--- src/rtl/fifo_read_ctrl_if.sv ---
// FIFO read port plus downstream valid/ready stream seen by fifo_read_ctrl.
interface fifo_read_ctrl_if #(
  parameter int unsigned FIFO_WIDTH = 16
);
  logic                  empty;
  logic [FIFO_WIDTH-1:0] data_out;
  logic                  rd_en;
  logic [FIFO_WIDTH-1:0] m_data;
  logic                  m_valid;
  logic                  m_ready;

  // Controller side: drives the read request and the stream.
  modport master (
    input  empty, data_out, m_ready,
    output rd_en, m_data, m_valid
  );

  // FIFO/consumer side.
  modport slave (
    output empty, data_out, m_ready,
    input  rd_en, m_data, m_valid
  );
endinterface

--- src/rtl/fifo_read_ctrl.sv ---
// Read-side FIFO controller: issues reads, absorbs the one-cycle read latency
// in a 2-entry skid buffer and presents words on a valid/ready stream.
module fifo_read_ctrl #(
  parameter int unsigned FIFO_WIDTH = 16,
  parameter int unsigned CNT_WIDTH  = 16
) (
  input  logic                 clk,
  input  logic                 rst_n,
  input  logic                 enable,
  fifo_read_ctrl_if.master     bus,
  output logic [CNT_WIDTH-1:0] rd_count,
  output logic                 busy
);

  typedef enum logic [1:0] {
    BUF_EMPTY = 2'd0,
    BUF_ONE   = 2'd1,
    BUF_TWO   = 2'd2
  } buf_state_e;

  buf_state_e            buf_q, buf_d;
  logic                  inflight_q, inflight_d;
  logic [FIFO_WIDTH-1:0] head_q, head_d;
  logic [FIFO_WIDTH-1:0] tail_q, tail_d;
  logic [CNT_WIDTH-1:0]  rd_count_q, rd_count_d;

  logic                  pop;
  logic                  push;
  logic [2:0]            occupancy;
  logic                  rd_en;

  // Read request: only fetch when buffered + in-flight words, after this
  // cycle's pop, leave room for the word being requested.
  always_comb begin
    pop       = (buf_q != BUF_EMPTY) && bus.m_ready;
    push      = inflight_q;
    occupancy = {1'b0, buf_q} + {2'b00, inflight_q} - {2'b00, pop};
    rd_en     = rst_n && enable && !bus.empty && (occupancy <= 3'd1);
  end

  // Skid buffer next-state, in-flight tracking and delivered-word counter.
  always_comb begin
    buf_d      = buf_q;
    head_d     = head_q;
    tail_d     = tail_q;
    inflight_d = rd_en;
    rd_count_d = rd_count_q;
    if (pop) begin
      rd_count_d = rd_count_q + {{(CNT_WIDTH-1){1'b0}}, 1'b1};
    end
    unique case (buf_q)
      BUF_EMPTY: begin
        if (push) begin
          head_d = bus.data_out;
          buf_d  = BUF_ONE;
        end
      end
      BUF_ONE: begin
        if (push && pop) begin
          head_d = bus.data_out;
        end else if (push) begin
          tail_d = bus.data_out;
          buf_d  = BUF_TWO;
        end else if (pop) begin
          buf_d  = BUF_EMPTY;
        end
      end
      BUF_TWO: begin
        if (pop) begin
          head_d = tail_q;
          if (push) begin
            tail_d = bus.data_out;
          end else begin
            buf_d  = BUF_ONE;
          end
        end
      end
      default: buf_d = BUF_EMPTY;
    endcase
  end

  // State registers; reset discards in-flight and buffered words.
  always_ff @(posedge clk or negedge rst_n) begin
    if (!rst_n) begin
      buf_q      <= BUF_EMPTY;
      inflight_q <= 1'b0;
      head_q     <= '0;
      tail_q     <= '0;
      rd_count_q <= '0;
    end else begin
      buf_q      <= buf_d;
      inflight_q <= inflight_d;
      head_q     <= head_d;
      tail_q     <= tail_d;
      rd_count_q <= rd_count_d;
    end
  end

  assign bus.rd_en   = rd_en;
  assign bus.m_valid = (buf_q != BUF_EMPTY);
  assign bus.m_data  = head_q;
  assign rd_count    = rd_count_q;
  assign busy        = inflight_q || (buf_q != BUF_EMPTY);

  // The read gating guarantees a full buffer is never pushed without a pop.
  a_no_overflow: assert property (
    @(posedge clk) disable iff (!rst_n) !(push && (buf_q == BUF_TWO) && !pop)
  );

endmodule

--- src/flat_wrapper.sv ---
// flat-port wrapper written by rule: the top's interface ports become plain ports
module fifo_read_ctrl_flat 
#(
  parameter int unsigned FIFO_WIDTH = 16,
  parameter int unsigned CNT_WIDTH  = 16
)
  (clk, rst_n, enable, rd_count, busy, bus_empty, bus_data_out, bus_m_ready, bus_rd_en, bus_m_data, bus_m_valid);
  fifo_read_ctrl_if #(.FIFO_WIDTH(FIFO_WIDTH)) bus_i ();
  input  logic clk;
  input  logic rst_n;
  input  logic enable;
  output logic [CNT_WIDTH-1:0] rd_count;
  output logic busy;
  input wire logic [$bits(bus_i.empty)-1:0] bus_empty;
  input wire logic [$bits(bus_i.data_out)-1:0] bus_data_out;
  input wire logic [$bits(bus_i.m_ready)-1:0] bus_m_ready;
  output wire logic [$bits(bus_i.rd_en)-1:0] bus_rd_en;
  output wire logic [$bits(bus_i.m_data)-1:0] bus_m_data;
  output wire logic [$bits(bus_i.m_valid)-1:0] bus_m_valid;
  assign bus_i.empty = bus_empty;
  assign bus_i.data_out = bus_data_out;
  assign bus_i.m_ready = bus_m_ready;
  assign bus_rd_en = bus_i.rd_en;
  assign bus_m_data = bus_i.m_data;
  assign bus_m_valid = bus_i.m_valid;
  fifo_read_ctrl #(.FIFO_WIDTH(FIFO_WIDTH), .CNT_WIDTH(CNT_WIDTH)) u_core (.clk(clk), .rst_n(rst_n), .enable(enable), .bus(bus_i), .rd_count(rd_count), .busy(busy));
endmodule
--- config.mk ---
export PLATFORM = sky130hd
export DESIGN_NAME = fifo_read_ctrl_flat
export DESIGN_NICKNAME = d
export VERILOG_FILES = /design/src/rtl/fifo_read_ctrl_if.sv /design/src/rtl/fifo_read_ctrl.sv /design/src/flat_wrapper.sv
export SDC_FILE = /design/constraint.sdc
export NUM_CORES = 1
export LEC_CHECK = 0
export BUFFER_PORTS_ARGS = -buffer_cell sky130_fd_sc_hd__clkbuf_2
export CORE_MARGIN = 4
export CORE_UTILIZATION = 35
export DETAILED_ROUTE_END_ITERATION = 8
export GPL_TIMING_DRIVEN = 0
export PLACE_DENSITY = 0.68
export SYNTH_ARGS = -nofsm -noshare
export SYNTH_HDL_FRONTEND = slang
export SYNTH_SLANG_ARGS = --single-unit
--- constraint.sdc ---
create_clock -name clk -period 2.3 [get_ports clk]
set_input_delay 0 -clock clk [delete_from_list [all_inputs] [get_ports clk]]
set_output_delay 0 -clock clk [all_outputs]
set_load 0.05 [all_outputs]
==> metrics.md, run 1 <==
| Metric | Value |
|---|---|
| Worst path slowest cell | `fa_1` |
| Syn nets | `211` |
| Min Hold Slack | `103 ps` |
| CTS tree | `yes` |
| Die height | `91.1 µm` |
| Final Non-Filler Cells | `353` |
| Switch Pwr | `1.92 mW` |
| Power Dens Cells | `1370 nW/µm²` |
| Setup ws final | `-166 ps` |
| Initial antenna violation count | `0` |
| Maxcap violations | `0` |
| Unrepaired setup endpoints after global routing | `yes` |
| Sequential-to-total area share from yosys stat | `0.528` |
| Placed Cells | `318` |
| Clock share of power | `0.137` |
| Layout area overhead | `32.7%` |
| Setup Slack @ Placement | `-175 ps` |
| Initial DRT Pass Iterations | `4` |
| Internal | `2.46 mW` |
| CP Launch Type | `register` |
| Final setup skew | `3.18 ps` |
| Root Driver | `clkbuf_8` |
| Starting density of the core | `0.357` |
| Synth Register Bits | `51` |
| Most common cell after layout, fill and taps aside | `clkbuf_2` |
| Final setup vio count | `1` |
| Buffers on Ports | `55` |
| WS Path Type | `reg2out` |
| Critical Path AT | `2470 ps` |
| Insertion delay of the later-clocked pin in the worst-skew pair | `290 ps` |
| Final Hold Viols | `0` |
| Failing checks | `negative setup slack` |
| Status | `finished, violations left` |
| Routability cong. | `0.842` |
| Pleak | `1.52 nW` |
| Die width | `91.1 µm` |
| Global-route wire length before repair | `8150 µm` |
| All-Layer GR Usage | `0.120` |
| H-tree depth | `2` |
| Routed via count | `1668` |
| Avg WL per Cell | `13.8 µm` |
| Antenna Violating Nets Remaining | `0` |
| Slew HR | `0.656` |
| Crit path time final | `2470 ps` |
| Largest net degree at the start of global routing | `53` |
| Asr flop ratio synth | `1.00` |
| Clock sink count | `51` |
| Post-synth EDFFs | `0` |
| Util after Layout | `0.474` |
| Share of layout cells above drive strength 1 | `0.495` |
| Drt drc | `0` |
| DRT iter0 DRCs | `35` |
| Setup TNS | `-166 ps` |
| Crit. End Element | `primary output` |
| Die ar. | `8290 µm²` |
| I/O pins | `56` |
| Sw Share | `0.438` |
| Slew Viols, Final | `0` |
| Worst-path maximum fanout | `2` |
| Worst Path Required | `2300 ps` |
| Final Power | `4.38 mW` |
| Max stage delay on crit path | `480 ps` |
| Antenna fix cells | `0` |
| Dpl cell area | `2800 µm²` |
| Most common flop cell mapped by yosys | `dfrtp_1` |
| YS warnings | `0` |
| Highest Clock Rate | `406 MHz` |
| Syn Inst Count | `183` |
| Gr ovfl total | `0` |
| Core Area | `6760 µm²` |
| Row Count | `30` |
| Logic pwr share | `0.526` |
| Finished layout cell area | `3200 µm²` |
| Flop pwr share | `0.337` |
| Vias in the first global route | `1700` |
| Max VDD drop | `906 µV` |
| Worst-Margin Slew | `512 ps` |
| Nets | `301` |
| Worst Hold Class | `in2reg` |
| Tcrit/Tclk final | `1.07` |
| Clock slew at reported path FFs | `90 ps` |
| Most frequent cells in the layout | `53 x clkbuf_2, 50 x dfrtp_1, 48 x mux2_2` |
| TritonCTS buffer count | `5` |
| Clock Path Buffers | `2` |
| DP Wirelength | `3280 µm` |
| Total routed wirelength | `4860 µm` |
| Cell Chain, Critical Path | `inv_2, ha_4, and2b_1, xnor2_1, ha_2, inv_2, fa_1, nand4b_1, nor2_4, buf_8` |
| Avg Inst Size Synth | `13.2 µm²` |
| Routed vias/inst | `4.73` |
| Fill cell count | `635` |
| Yosys cell types | `33` |
| Most Frequent Cell on Critical Path | `inv_2` |
| Syn Std Cell Area | `2410 µm²` |
==> Yosys cell counts, types with 2 or more instances <==
| library cell | n | area, µm² |
|---|---|---|
| and3_1 | 3 | 18.8 |
| buf_2 | 2 | 10.0 |
| nand2_1 | 9 | 33.8 |
| xor2_1 | 8 | 70.1 |
| inv_1 | 7 | 26.3 |
| buf_6 | 2 | 22.5 |
| ha_1 | 6 | 75.1 |
| nand3_1 | 5 | 25.0 |
| nand4_1 | 2 | 12.5 |
| nand4b_1 | 2 | 17.5 |
| mux2i_1 | 2 | 20.0 |
| mux2_2 | 48 | 541 |
| xnor2_1 | 9 | 78.8 |
| dfrtp_1 | 51 | 1280 |
| nor2_1 | 9 | 33.8 |
==> state kept, by name, indices dropped and copies added (netlist names) <==
name               flops
u_core.rd_count       16
u_core.inflight_q      1
u_core.tail_q         16
u_core.buf_q           2
u_core.bus.m_data     16
==> repair_timing <==
item | 4_1_cts | 5_1_grt
setup buffers | 6 | 2
setup endpoints to repair | 1 | 11
pin swaps | 4 | 3
resized for setup | 8 | 2
endpoints found under the hold margin | 17 | 41
hold buffers | 18 | 1
==> power groups by stage <==
| stage | clock [mW] | sequential, mW | combinational, mW |
|---|---|---|---|
| after floorplan | 0 | 2.15 | 1.03 |
| after global placement | 0 | 1.48 | 2.13 |
| after CTS | 0.631 | 1.48 | 2.29 |
| after detailed placement | 0 | 1.50 | 2.17 |
| after global routing | 0.659 | 1.52 | 2.47 |
| final | 0.601 | 1.47 | 2.30 |
==> kinds of logic after synthesis <==
family / count (synthesis) / synth area share
mux: 50 / 0.232
flops: 51 / 0.528
xor+xnor: 17 / 0.0617
compound gates: 7 / 0.0259
simple gates: 39 / 0.0850
fa+ha+maj: 7 / 0.0394
buf+inv: 12 / 0.0275
==> area by class of cell <==
type | count | area, µm² | area share
tap | 80 | 100 | 0.0312
multi-input combinational | 120 | 1100 | 0.344
inverter | 7 | 26.3 | 0.00820
sequential | 51 | 1280 | 0.399
timing repair buffer | 83 | 556 | 0.173
clock buffer | 6 | 72.6 | 0.0226
clock inverter | 1 | 30.0 | 0.00937
buffer | 5 | 40.0 | 0.0125
==> critical path: cells and delay by family (launching register included) <==
kind | cells | cell delay, ps
fa+ha+maj | 3 | 810
simple gates | 3 | 520
flops | 1 | 420
buf+inv | 3 | 270
xor+xnor | 1 | 150
==> final timing paths <==
check / from / endpoint / slack [ps] / cells past startpoint
max in group asynchronous: rst_n / u_core.buf_q[1] / 1650 / 3
min in group asynchronous: rst_n / u_core.rd_count[3] / 130 / 2
max: u_core.buf_q[1] / bus_rd_en / -170 / 10
max reg2reg: u_core.buf_q[1] / u_core.inflight_q / 120 / 10
min: bus_m_ready / u_core.rd_count[2] / 100 / 3
min reg2reg: u_core.rd_count[15] / u_core.rd_count[15] / 480 / 1
==> per-layer routing <==
layer | part of all wire | track usage | vias up
li1 | - | - | 812
met1 | 0.45 | 0.152 | 807
met4 | 0.0072 | 0.0264 | 0
met3 | 0.060 | 0.0340 | 5
met2 | 0.48 | 0.204 | 44
met5 | 0 | 0 | -
(Power assumes the default switching activity.)
==> run 2, diff against run 1 <==
--- a/config.mk
+++ b/config.mk
@@ -10,7 +10,7 @@
 export CORE_UTILIZATION = 35
 export DETAILED_ROUTE_END_ITERATION = 8
 export GPL_TIMING_DRIVEN = 0
-export PLACE_DENSITY = 0.68
+export SETUP_SLACK_MARGIN = 0.3
 export SYNTH_ARGS = -nofsm -noshare
 export SYNTH_HDL_FRONTEND = slang
 export SYNTH_SLANG_ARGS = --single-unit
==> metrics.md, run 2 (synthesis results as in run 1) <==
| Metric | Value |
|---|---|
| Worst Path Required | `2300 ps (about the same)` |
| Starting density of the core | `0.357 (unchanged)` |
| Met3 GRT Util | `0.0282 (was 0.0340)` |
| Setup ws final | `-161 ps (was -166 ps)` |
| Core Area | `6760 µm² (unchanged)` |
| Insertion delay of the later-clocked pin in the worst-skew pair | `310 ps (was 290 ps)` |
| Unrepaired setup endpoints after global routing | `yes (unchanged)` |
| Util after Layout | `0.507 (was 0.474)` |
| Most common cell after layout, fill and taps aside | `clkbuf_2 (unchanged)` |
| Die height | `91.1 µm (unchanged)` |
| Routed vias/inst | `4.79 (was 4.73)` |
| Tcrit/Tclk final | `1.07 (about the same)` |
| DP Wirelength | `3350 µm (was 3280 µm)` |
| Max VDD drop | `607 µV (was 906 µV)` |
| Die width | `91.1 µm (unchanged)` |
| Gr ovfl total | `0 (unchanged)` |
| Antenna fix cells | `0 (unchanged)` |
| Root Driver | `clkbuf_8 (unchanged)` |
| Dpl cell area | `2810 µm² (was 2800 µm²)` |
| Setup Slack @ Placement | `-104 ps (was -175 ps)` |
| Worst-Margin Slew | `591 ps (was 512 ps)` |
| Power Dens Cells | `1410 nW/µm² (was 1370 nW/µm²)` |
| Failing checks | `negative setup slack (unchanged)` |
| Highest Clock Rate | `406 MHz (about the same)` |
| Maxcap violations | `0 (unchanged)` |
| I/O pins | `56 (unchanged)` |
| CP Launch Type | `register (unchanged)` |
| Largest net degree at the start of global routing | `53 (unchanged)` |
| CTS tree | `yes (unchanged)` |
| Final Non-Filler Cells | `359 (was 353)` |
| Vias in the first global route | `1711 (was 1700)` |
| Met1 Use GR | `0.153 (was 0.152)` |
| Crit. End Element | `primary output (unchanged)` |
| GR peak layer | `met2 (unchanged)` |
| Final setup vio count | `1 (unchanged)` |
| Routability cong. | `0.806 (was 0.842)` |
| Setup TNS | `-161 ps (was -166 ps)` |
| Total routed wirelength | `5150 µm (was 4860 µm)` |
| TritonCTS buffer count | `5 (unchanged)` |
| Crit path time final | `2460 ps (was 2470 ps)` |
| Global-route wire length before repair | `7980 µm (was 8150 µm)` |
| Final setup skew | `14.5 ps (was 3.18 ps)` |
| Initial DRT Pass Iterations | `3 (was 4)` |
| All-Layer GR Usage | `0.119 (was 0.120)` |
| Slew HR | `0.605 (was 0.656)` |
| Pleak | `1.65 nW (was 1.52 nW)` |
| Final Hold Viols | `0 (unchanged)` |
| Worst-path maximum fanout | `3 (was 2)` |
| WS Path Type | `reg2out (unchanged)` |
| Avg WL per Cell | `14.3 µm (was 13.8 µm)` |
| Antenna Violating Nets Remaining | `0 (unchanged)` |
| Min Hold Slack | `139 ps (was 103 ps)` |
| H-tree depth | `2 (unchanged)` |
| Buffers on Ports | `55 (unchanged)` |
| M2 GR Usage | `0.195 (was 0.204)` |
| Slew Viols, Final | `0 (unchanged)` |
| Share of layout cells above drive strength 1 | `0.541 (was 0.495)` |
| Final Power | `4.85 mW (was 4.38 mW)` |
| Clock Path Buffers | `2 (unchanged)` |
| Worst Hold Class | `in2reg (unchanged)` |
| Nets | `306 (was 301)` |
| Die ar. | `8290 µm² (unchanged)` |
| Row Count | `30 (unchanged)` |
| Placed Cells | `318 (unchanged)` |
| Most frequent cells in the layout | `53 x clkbuf_2, 50 x dfrtp_1, 26 x mux2_2 (was 53 x clkbuf_2, 50 x dfrtp_1, 48 x mux2_2)` |
| Layout area overhead | `41.9% (was 32.7%)` |
| DRT iter0 DRCs | `26 (was 35)` |
| Clock slew at reported path FFs | `100 ps (was 90 ps)` |
| Drt drc | `0 (unchanged)` |
| Finished layout cell area | `3430 µm² (was 3200 µm²)` |
| Routed via count | `1721 (was 1668)` |
| Critical Path AT | `2460 ps (was 2470 ps)` |
| Clock sink count | `51 (unchanged)` |
| Initial antenna violation count | `0 (unchanged)` |
| Status | `finished, violations left (unchanged)` |
run 2: cell count changes in the layout (fill, tap and decap cells not counted), moves of 2 or more:
cell and delta:
mux2_2 -22, mux2_4 +22, dlygate4sd3_1 -2, buf_6 +7, buf_2 -2
run 2: layer usage:
metal | wire length [µm] | part of all wire
met1 | 2410 | 0.47
met2 | 2470 | 0.48
met3 | 217 | 0.042
met4 | 50 | 0.0097
met5 | 0 | 0
run 2: worst paths after layout:
| kind | start | endpoint | slack (ps) | cells after the start |
|---|---|---|---|---|
| min in group asynchronous | rst_n | u_core.rd_count[3] | 240 | 2 |
| max reg2reg | u_core.buf_q[1] | u_core.inflight_q | 50 | 11 |
| min | bus_m_ready | u_core.rd_count[2] | 140 | 3 |
| min reg2reg | u_core.rd_count[15] | u_core.rd_count[15] | 480 | 1 |
| max | u_core.buf_q[1] | bus_rd_en | -160 | 10 |
| max in group asynchronous | rst_n | u_core.tail_q[3] | 1430 | 3 |
run 2: critical path, cell delays in order, from the launching register on:
cell	delay, ps
dfrtp_2	420
inv_2	80
ha_4	130
and2b_2	250
xnor2_2	140
ha_2	200
inv_2	40
fa_1	470
nand4b_1	140
nor2_4	140
buf_8	150
run 2: what timing repair did:
action	CTS	global route
hold buffers	16	1
cloned	0	2
endpoints found under the setup margin	28	27
setup buffers	9	4
endpoints found under the hold margin	16	51
resized for setup	7	43
pin swaps	5	4
run 2: final cells by class:
class	instances	area (µm²)
sequential	51	1280
buffer	5	56.3
inverter	7	28.8
timing repair buffer	88	628
fill	602	3330
multi-input combinational	120	1220
clock buffer	6	82.6
tap	80	100
clock inverter	2	35.0
run 2: where the power goes:
group | internal, mW | switching, mW | total (mW)
Combinational | 1.20 | 1.50 | 2.71
Sequential | 1.26 | 0.225 | 1.48
Clock | 0.353 | 0.303 | 0.656
Total | 2.81 | 2.03 | 4.85
